### config.mk
export PLATFORM = sky130hd
export DESIGN_NAME = bit_perm_engine_flat
export DESIGN_NICKNAME = d
export VERILOG_FILES = /design/src/rtl/bit_perm_engine_if.sv /design/src/rtl/bit_perm_engine.sv /design/src/flat_wrapper.sv
export SDC_FILE = /design/constraint.sdc
export NUM_CORES = 1
export LEC_CHECK = 0
export ABC_CLOCK_PERIOD_IN_PS = 1900
export CAP_MARGIN = 20
export CORE_MARGIN = 2
export CORE_UTILIZATION = 25
export CTS_CLUSTER_DIAMETER = 40
export DETAILED_ROUTE_END_ITERATION = 10
export SYNTH_ARGS = -nofsm -noshare
export SYNTH_HDL_FRONTEND = slang
export SYNTH_SLANG_ARGS = --single-unit
### constraint.sdc
create_clock -name clk -period 1.9 [get_ports clk]
set_input_delay 0.38 -clock clk [delete_from_list [all_inputs] [get_ports clk]]
set_output_delay 0.38 -clock clk [all_outputs]
set_load 0.02 [all_outputs]
### src/rtl/bit_perm_engine_if.sv
// Handshake bundle for bit_perm_engine.
// Upstream side: in_valid/in_ready/in_mode/in_data.
// Downstream side: out_valid/out_ready/out_data/out_mode.
// master: the environment that offers states and takes results.
// slave:  the permutation engine itself.
interface bit_perm_engine_if #(
    parameter int unsigned DATA_W = 128
);
    logic              in_valid;
    logic              in_ready;
    logic              in_mode;
    logic [DATA_W-1:0] in_data;
    logic              out_valid;
    logic              out_ready;
    logic [DATA_W-1:0] out_data;
    logic              out_mode;

    modport master (
        output in_valid, in_mode, in_data, out_ready,
        input  in_ready, out_valid, out_data, out_mode
    );

    modport slave (
        input  in_valid, in_mode, in_data, out_ready,
        output in_ready, out_valid, out_data, out_mode
    );
endinterface

### src/rtl/bit_perm_engine.sv
// Sequential bit-transpose permutation engine for the bit-permuted MixColumn datapath.
// Each WORD_W-bit word is viewed MSB-first; inverse mode maps output index m = R*j + i
// from input index n = j + S*i, forward mode is the exact inverse. LANES words are
// permuted per cycle, so one DATA_W state takes BEATS cycles.
// Ports:
//   clk   - clock, rising edge
//   rst_n - synchronous active-low reset
//   bus   - valid/ready handshake bundle (slave side), see bit_perm_engine_if
//   busy  - high while the engine is permuting a state
module bit_perm_engine #(
    parameter int unsigned DATA_W = 128,
    parameter int unsigned WORD_W = 32,
    parameter int unsigned STRIDE = 4,
    parameter int unsigned LANES  = 1
) (
    input  logic              clk,
    input  logic              rst_n,
    bit_perm_engine_if.slave  bus,
    output logic              busy
);
    localparam int unsigned ROWS    = WORD_W / STRIDE;
    localparam int unsigned GROUP_W = WORD_W * LANES;
    localparam int unsigned BEATS   = DATA_W / GROUP_W;
    localparam int unsigned BEAT_W  = (BEATS > 1) ? $clog2(BEATS) : 1;
    localparam logic [BEAT_W-1:0] LAST_BEAT = BEAT_W'(BEATS - 1);

    typedef enum logic [1:0] {s_idle, s_busy, s_done} state_t;

    state_t              state_q;
    logic [BEAT_W-1:0]   beat_q;
    logic [DATA_W-1:0]   work_q;
    logic [DATA_W-1:0]   acc_q;
    logic                mode_q;
    logic [DATA_W-1:0]   out_data_q;
    logic                out_mode_q;

    logic [GROUP_W-1:0]  grp;
    logic [GROUP_W-1:0]  grp_perm;
    logic [DATA_W-1:0]   acc_next;

    function automatic logic [WORD_W-1:0] perm_word(input logic [WORD_W-1:0] w,
                                                    input logic inv);
        logic [WORD_W-1:0] r;
        r = '0;
        for (int i = 0; i < int'(ROWS); i++) begin
            for (int j = 0; j < int'(STRIDE); j++) begin
                if (inv) begin
                    r[WORD_W-1-(ROWS*j+i)] = w[WORD_W-1-(j+STRIDE*i)];
                end else begin
                    r[WORD_W-1-(j+STRIDE*i)] = w[WORD_W-1-(ROWS*j+i)];
                end
            end
        end
        return r;
    endfunction

    // The work register shifts left each beat, so the current group is always at the top.
    // Permuted groups shift into the accumulator from the bottom; after BEATS beats the
    // first group has reached the most-significant position.
    always_comb begin
        grp      = work_q[DATA_W-1 -: GROUP_W];
        grp_perm = '0;
        for (int l = 0; l < int'(LANES); l++) begin
            grp_perm[GROUP_W-1-l*WORD_W -: WORD_W] =
                perm_word(grp[GROUP_W-1-l*WORD_W -: WORD_W], mode_q);
        end
        acc_next = (acc_q << GROUP_W) | DATA_W'(grp_perm);
    end

    always_ff @(posedge clk) begin
        if (!rst_n) begin
            state_q    <= s_idle;
            beat_q     <= '0;
            work_q     <= '0;
            acc_q      <= '0;
            mode_q     <= 1'b0;
            out_data_q <= '0;
            out_mode_q <= 1'b0;
        end else begin
            unique case (state_q)
                s_idle: begin
                    if (bus.in_valid) begin
                        work_q  <= bus.in_data;
                        mode_q  <= bus.in_mode;
                        beat_q  <= '0;
                        state_q <= s_busy;
                    end
                end
                s_busy: begin
                    acc_q  <= acc_next;
                    work_q <= work_q << GROUP_W;
                    if (beat_q == LAST_BEAT) begin
                        // Result becomes visible only here, never partially.
                        out_data_q <= acc_next;
                        out_mode_q <= mode_q;
                        state_q    <= s_done;
                    end else begin
                        beat_q <= beat_q + BEAT_W'(1);
                    end
                end
                s_done: begin
                    if (bus.out_ready) begin
                        if (bus.in_valid) begin
                            work_q  <= bus.in_data;
                            mode_q  <= bus.in_mode;
                            beat_q  <= '0;
                            state_q <= s_busy;
                        end else begin
                            state_q <= s_idle;
                        end
                    end
                end
                default: state_q <= s_idle;
            endcase
        end
    end

    assign bus.in_ready  = (state_q == s_idle) || ((state_q == s_done) && bus.out_ready);
    assign bus.out_valid = (state_q == s_done);
    assign bus.out_data  = out_data_q;
    assign bus.out_mode  = out_mode_q;
    assign busy          = (state_q == s_busy);
endmodule

### src/flat_wrapper.sv
// flat-port wrapper written by rule: the top's interface ports become plain ports
module bit_perm_engine_flat 
#(
    parameter int unsigned DATA_W = 128,
    parameter int unsigned WORD_W = 32,
    parameter int unsigned STRIDE = 4,
    parameter int unsigned LANES  = 1
)
  (clk, rst_n, busy, bus_in_valid, bus_in_mode, bus_in_data, bus_out_ready, bus_in_ready, bus_out_valid, bus_out_data, bus_out_mode);
  bit_perm_engine_if #(.DATA_W(DATA_W)) bus_i ();
  input  logic clk;
  input  logic rst_n;
  output logic busy;
  input wire logic [$bits(bus_i.in_valid)-1:0] bus_in_valid;
  input wire logic [$bits(bus_i.in_mode)-1:0] bus_in_mode;
  input wire logic [$bits(bus_i.in_data)-1:0] bus_in_data;
  input wire logic [$bits(bus_i.out_ready)-1:0] bus_out_ready;
  output wire logic [$bits(bus_i.in_ready)-1:0] bus_in_ready;
  output wire logic [$bits(bus_i.out_valid)-1:0] bus_out_valid;
  output wire logic [$bits(bus_i.out_data)-1:0] bus_out_data;
  output wire logic [$bits(bus_i.out_mode)-1:0] bus_out_mode;
  assign bus_i.in_valid = bus_in_valid;
  assign bus_i.in_mode = bus_in_mode;
  assign bus_i.in_data = bus_in_data;
  assign bus_i.out_ready = bus_out_ready;
  assign bus_in_ready = bus_i.in_ready;
  assign bus_out_valid = bus_i.out_valid;
  assign bus_out_data = bus_i.out_data;
  assign bus_out_mode = bus_i.out_mode;
  bit_perm_engine #(.DATA_W(DATA_W), .WORD_W(WORD_W), .STRIDE(STRIDE), .LANES(LANES)) u_core (.clk(clk), .rst_n(rst_n), .bus(bus_i), .busy(busy));
endmodule
== After elaboration in Yosys (flattened, before gate mapping) ==
Cells that the tools add are included.
Word-level totals
  bits in latches: 0
  memories: 0
  memory bits (read-only): 0
  RAM bits: 0
  bits in registers: 358
  word-level logic and storage cells: 71
Operators by class
  add/sub/neg operators: 1
  divide/modulo/power cells: 0
  bitwise logic cells: 1
  $lt $le $gt $ge: 0
  shift operators: 0
  reduce and logical (&&, ||, !) cells: 10
  eq/ne operators: 7
  mux-type cells: 45
  multiply operators: 0
Operators with widths (count)
  case mux 128 bit (3 select lines): 1
  2-to-1 mux 128 bit: 2
  OR 128 x 32 -> 128 bit: 1
  2-to-1 mux 1 bit: 33
  2-to-1 mux 2 bit: 6
  case mux 2 bit (3 select lines): 2
  != test 2 bit (second input constant): 3
  AND reduction 2 bit: 3
  AND reduction 3 bit: 2
  == test 2 bit (second input constant): 2
  nonzero test 3 bit: 1
  adder 2 x 1 -> 2 bit (second input constant): 1
  == test 2 x 1 -> 1 bit (second input constant): 1
  zero test 2 bit: 1
  != test 2 x 1 -> 1 bit (second input constant): 1
  case mux 1 bit (2 select lines): 1
  nonzero test 2 bit: 1
  logical AND 1 bit: 1
  logical OR 1 bit: 1

== Longest topological paths before layout ==
  depth in word-level cells: 3
  mapped depth: 7

== Worst setup path after synthesis ==
Ideal clock, no wire load.
  path type: flip-flop to output port
  from: register u_core.state_q[1]
  to: output port bus_out_valid
  path buffers: 2
  setup slack: 0.419 ns
  arrival time: 1.101 ns
  stages on the path, launching flop included: 5
  path through: dfxtp_1 -> inv_2 -> buf_6 -> clkbuf_1 -> nor2_1
Between the ends
  longest elaborated chain between the ends: 1
Ends and longest elaborated chain
  start, declared: line bit_perm_engine.sv:29  | state_t state_q;
  start signal, assigned: line bit_perm_engine.sv:72  | state_q <= s_idle;
  start signal, assigned: line bit_perm_engine.sv:86  | state_q <= s_busy;
  start signal, assigned: line bit_perm_engine.sv:96  | state_q <= s_done;
  == test 2 bit: line bit_perm_engine.sv:119  | assign bus.out_valid = (state_q == s_done);
  end, declared: line flat_wrapper.sv:19  | output wire logic [$bits(bus_i.out_valid)-1:0] bus_out_valid;
No other way between the ends.

== Worst setup path after layout ==
  from: register u_core.state_q[1]
  to: output port busy
Between the ends
  longest elaborated chain between the ends: 1
Ends and longest elaborated chain
  == test 2 x 1 -> 1 bit: line bit_perm_engine.sv:122  | assign busy = (state_q == s_busy);
  end, declared: line flat_wrapper.sv:13  | output logic busy;
No other way between the ends.

==> impl_results.md <==
- Hold_buf cts: 0
- Most common cell in the netlist: nand2_1
- Synth area leaders: dfxtp_1 47%, nand2_1 14%, a21boi_0 6.2%
- Kind of end point of the critical path: primary output
- Syn. warnings: 0
- TritonCTS clock tree: done
- Max-cap violations: 0
- Synth Cell Area: about 15000 um^2
- Yosys cell types: 32
- Asr flop ratio synth: 0%
- Initial Util: 25.3%
- Startpoint Class: register
- Initial DRC Count: ~1.0k
- Pre-CTS setup slack: -0.438 ns
- Final hold viol count: 0
- Leading area contributor after synthesis: dfxtp_1
- H-tree levels: 2
- # nets final: approximately 2.1k
- Fmax: 543 MHz
- Layout area overhead: 34.5%
- RSZ-0062 raised after global routing: false
- PwrDens: just over 1000 nW/um^2
- Via/cell ratio: around 5
- Num CTS Buffers: 53
- Placer Congestion: 0.837
- Clock insertion delay at the later pin of the skew report: between 0.5 and 0.6 ns
- Fin Setup TNS: 0 ns
- Post-layout utilization of the core: 34.1%
- Global-route wire length before repair: 81100 um
- Detailed Place HPWL: about 37000 um
- Vias post-DR: about 14k
- Post-route insts no fill: ~2.8k
- Post-synth EDFFs: 0
- Wirelength per Cell: 18.7 um
- Core Area: 60500 um^2
- Die H: roughly 250 um
- Fillers: 6219
- Largest net degree at the start of global routing: 100
- Row cnt: 90
- Routed WL: approximately 53000 um
- Setup Skew: around 0.015 ns
- Seq cells post-synth: 358
- P_leak: 8.28 nW
- Fin worst setup slack: between 0.05 and 0.06 ns
- Pre-Repair DR Iteration Count: 6
- Placed cell count: around 2.7k
- Seq/Total Area, Yosys: between 40% and 50%
- GRT Util Overall: between 10% and 20%
- Avg Inst Size Synth: around 8.5 um^2
- Number of global-route vias before repair: ~14k
- Max-slew violations: 0
- Clock Path Buffers: 3
- Reg-to-Reg Start: u_core.state_q[0]$_SDFFE_PN0P_
- Layout cells sized above 1: between 10% and 20%
- I/O Buffers: between 200 and 300
- HP Start: rst_n
- Top cell type's share of synthesized area: 46.8%
- CTS root buf: clkbuf_16
- Antenna violations before repair: 9
- Crit path DAT: about 1.5 ns
- Post-synth top cells: 586 x nand2_1, 358 x dfxtp_1, 127 x a21boi_0
- Worst-margin pin slew: between 0.5 and 0.6 ns
- Final setup fails: 0
- Primary FF master, synth: dfxtp_1
- IO Count: about 270
- Minimum clock period: ~1.8 ns
- Crit path from: u_core.state_q[1]$_SDFFE_PN0P_
- Outcome: complete, no violations
- Post-DRT Antenna Nets: 0
- HP Class: primary input to register
- Clock-pin slew on the worst setup and hold paths: 0.05 ns
- Crit path kind: register to primary output
- Syn Inst Count: roughly 1.8k
- Grt ovf: 0
- Worst Path Max Fanout: 5
- Relative slew slack: 62.1%
- Required time worst endpoint: between 1.5 and 2 ns
- Clock sink count: between 300 and 400
- Die footprint: 63200 um^2
- Die X: ~250 um
- VDD IR max: 0.000798 V
- Fin crit share: 97.0%
- DR DRC count: 0
- Post-synth net total: 1925
through the flow:
step | hold WS (ns) | total power [mW] | area [um^2]
6_report | 0.201 | 21.2 | 20600
3_5_place_dp | 0.448 | 10.5 | 18700
5_1_grt | 0.209 | 21.9 | 20600
4_1_cts | 0.178 | 21.3 | 20600
3_3_place_gp | 0.447 | 10.4 | 18700
2_1_floorplan | 0.431 | 9.53 | 15300
cells in the final DEF (no fill, tap or decap), types with 2 or more instances in the layout:
cell             netlist  routed
a21boi_0             127     127
a21boi_1              39      39
a21oi_1               33      33
a31oi_1               56      56
a31oi_2               40      40
buf_12                 0      17
buf_2                 74       2
buf_4                  9      41
bufinv_16              0      11
clkbuf_1              92       4
clkbuf_16              0      53
clkbuf_8               0       5
clkdlybuf4s50_1        0     130
clkinv_2               0       3
clkinv_4               0       4
clkinvlp_4             0       5
dfxtp_1              358     355
dfxtp_4                0       2
dlygate4sd2_1          0     129
inv_16                 0       2
inv_6                  0       6
inv_8                  0       6
mux2i_1               30      30
nand2_1              586     586
nand2b_1               6       5
nand3_1               33      33
nor2b_2                0       2
o211a_1               60      60
o21a_1                 2       2
o21ai_0               32      32
o311ai_0              70      70
o311ai_1              26      26
o32ai_1                2       2
or3_1                 96      96
final cells by class:
| class | count | area, um^2 | share of cell area, % |
|---|---|---|---|
| multi-input combinational | 1250 | 7320 | 35.5 |
| sequential | 358 | 7180 | 34.8 |
| timing repair buffer | 322 | 3130 | 15.2 |
| clock buffer | 62 | 1410 | 6.84 |
| tap | 782 | 978 | 4.75 |
| clock inverter | 37 | 573 | 2.78 |
| inverter | 2 | 15.0 | 0.0729 |
| antenna | 1 | 2.50 | 0.0121 |
worst max-delay path, cell delays in order, from the launching register on:
cell	delay [ns]
dfxtp_4	0.37
nand2b_4	0.18
inv_8	0.08
clkdlybuf4s15_2	0.25
state kept, by name (all words and copies together) (netlist names):
register	flops
u_core.acc_q	96
u_core.beat_q	2
u_core.bus.out_data	128
u_core.bus.out_mode	1
u_core.mode_q	1
u_core.state_q	2
u_core.work_q	128
per-layer routing:
metal	part of all wire, %	global-route usage (%)	up-vias
met5	0.21	0	-
li1	-	-	6711
met2	47	27.1	434
met1	45	20.9	6733
met3	6.8	3.89	74
met4	1.8	3.96	16
final timing paths:
| kind | to | slack [ns] | cells past startpoint |
|---|---|---|---|
| worst max-delay path | busy | 0.06 | 3 |
| worst min-delay path | u_core.state_q[0]$_SDFFE_PN0P_ | 0.20 | 2 |
| worst max register to register | u_core.beat_q[1]$_SDFFE_PN0P_ | 0.15 | 6 |
| worst min register to register | u_core.bus.out_data[45]$_SDFFE_PN0P_ | 0.45 | 2 |
cell families (layout without fill, tap and decap cells):
group	count (synthesis)	count (layout)	share of synthesized area (%)
compound gates	489	489	25.5
fa+ha+maj	1	1	0.0817
buf+inv	183	423	5.61
flops	358	358	46.8
mux	30	30	1.96
other cells	0	1	0
simple gates	730	730	20.0
repair_timing:
action / CTS / global route
setup endpoints to repair: 148 / 2
buffers inserted: 4 / 0
resized for setup: 144 / 2
power breakdown:
group          internal, mW  switching (mW)  leakage, nW  total (mW)
Clock                  6.94            3.90        0.960        10.8
Sequential             7.87           0.335         2.92        8.20
Combinational         0.923            1.19         4.40        2.11
Total                  15.7            5.43         8.28        21.2
No activity file was read; power rests on OpenSTA's default activity.
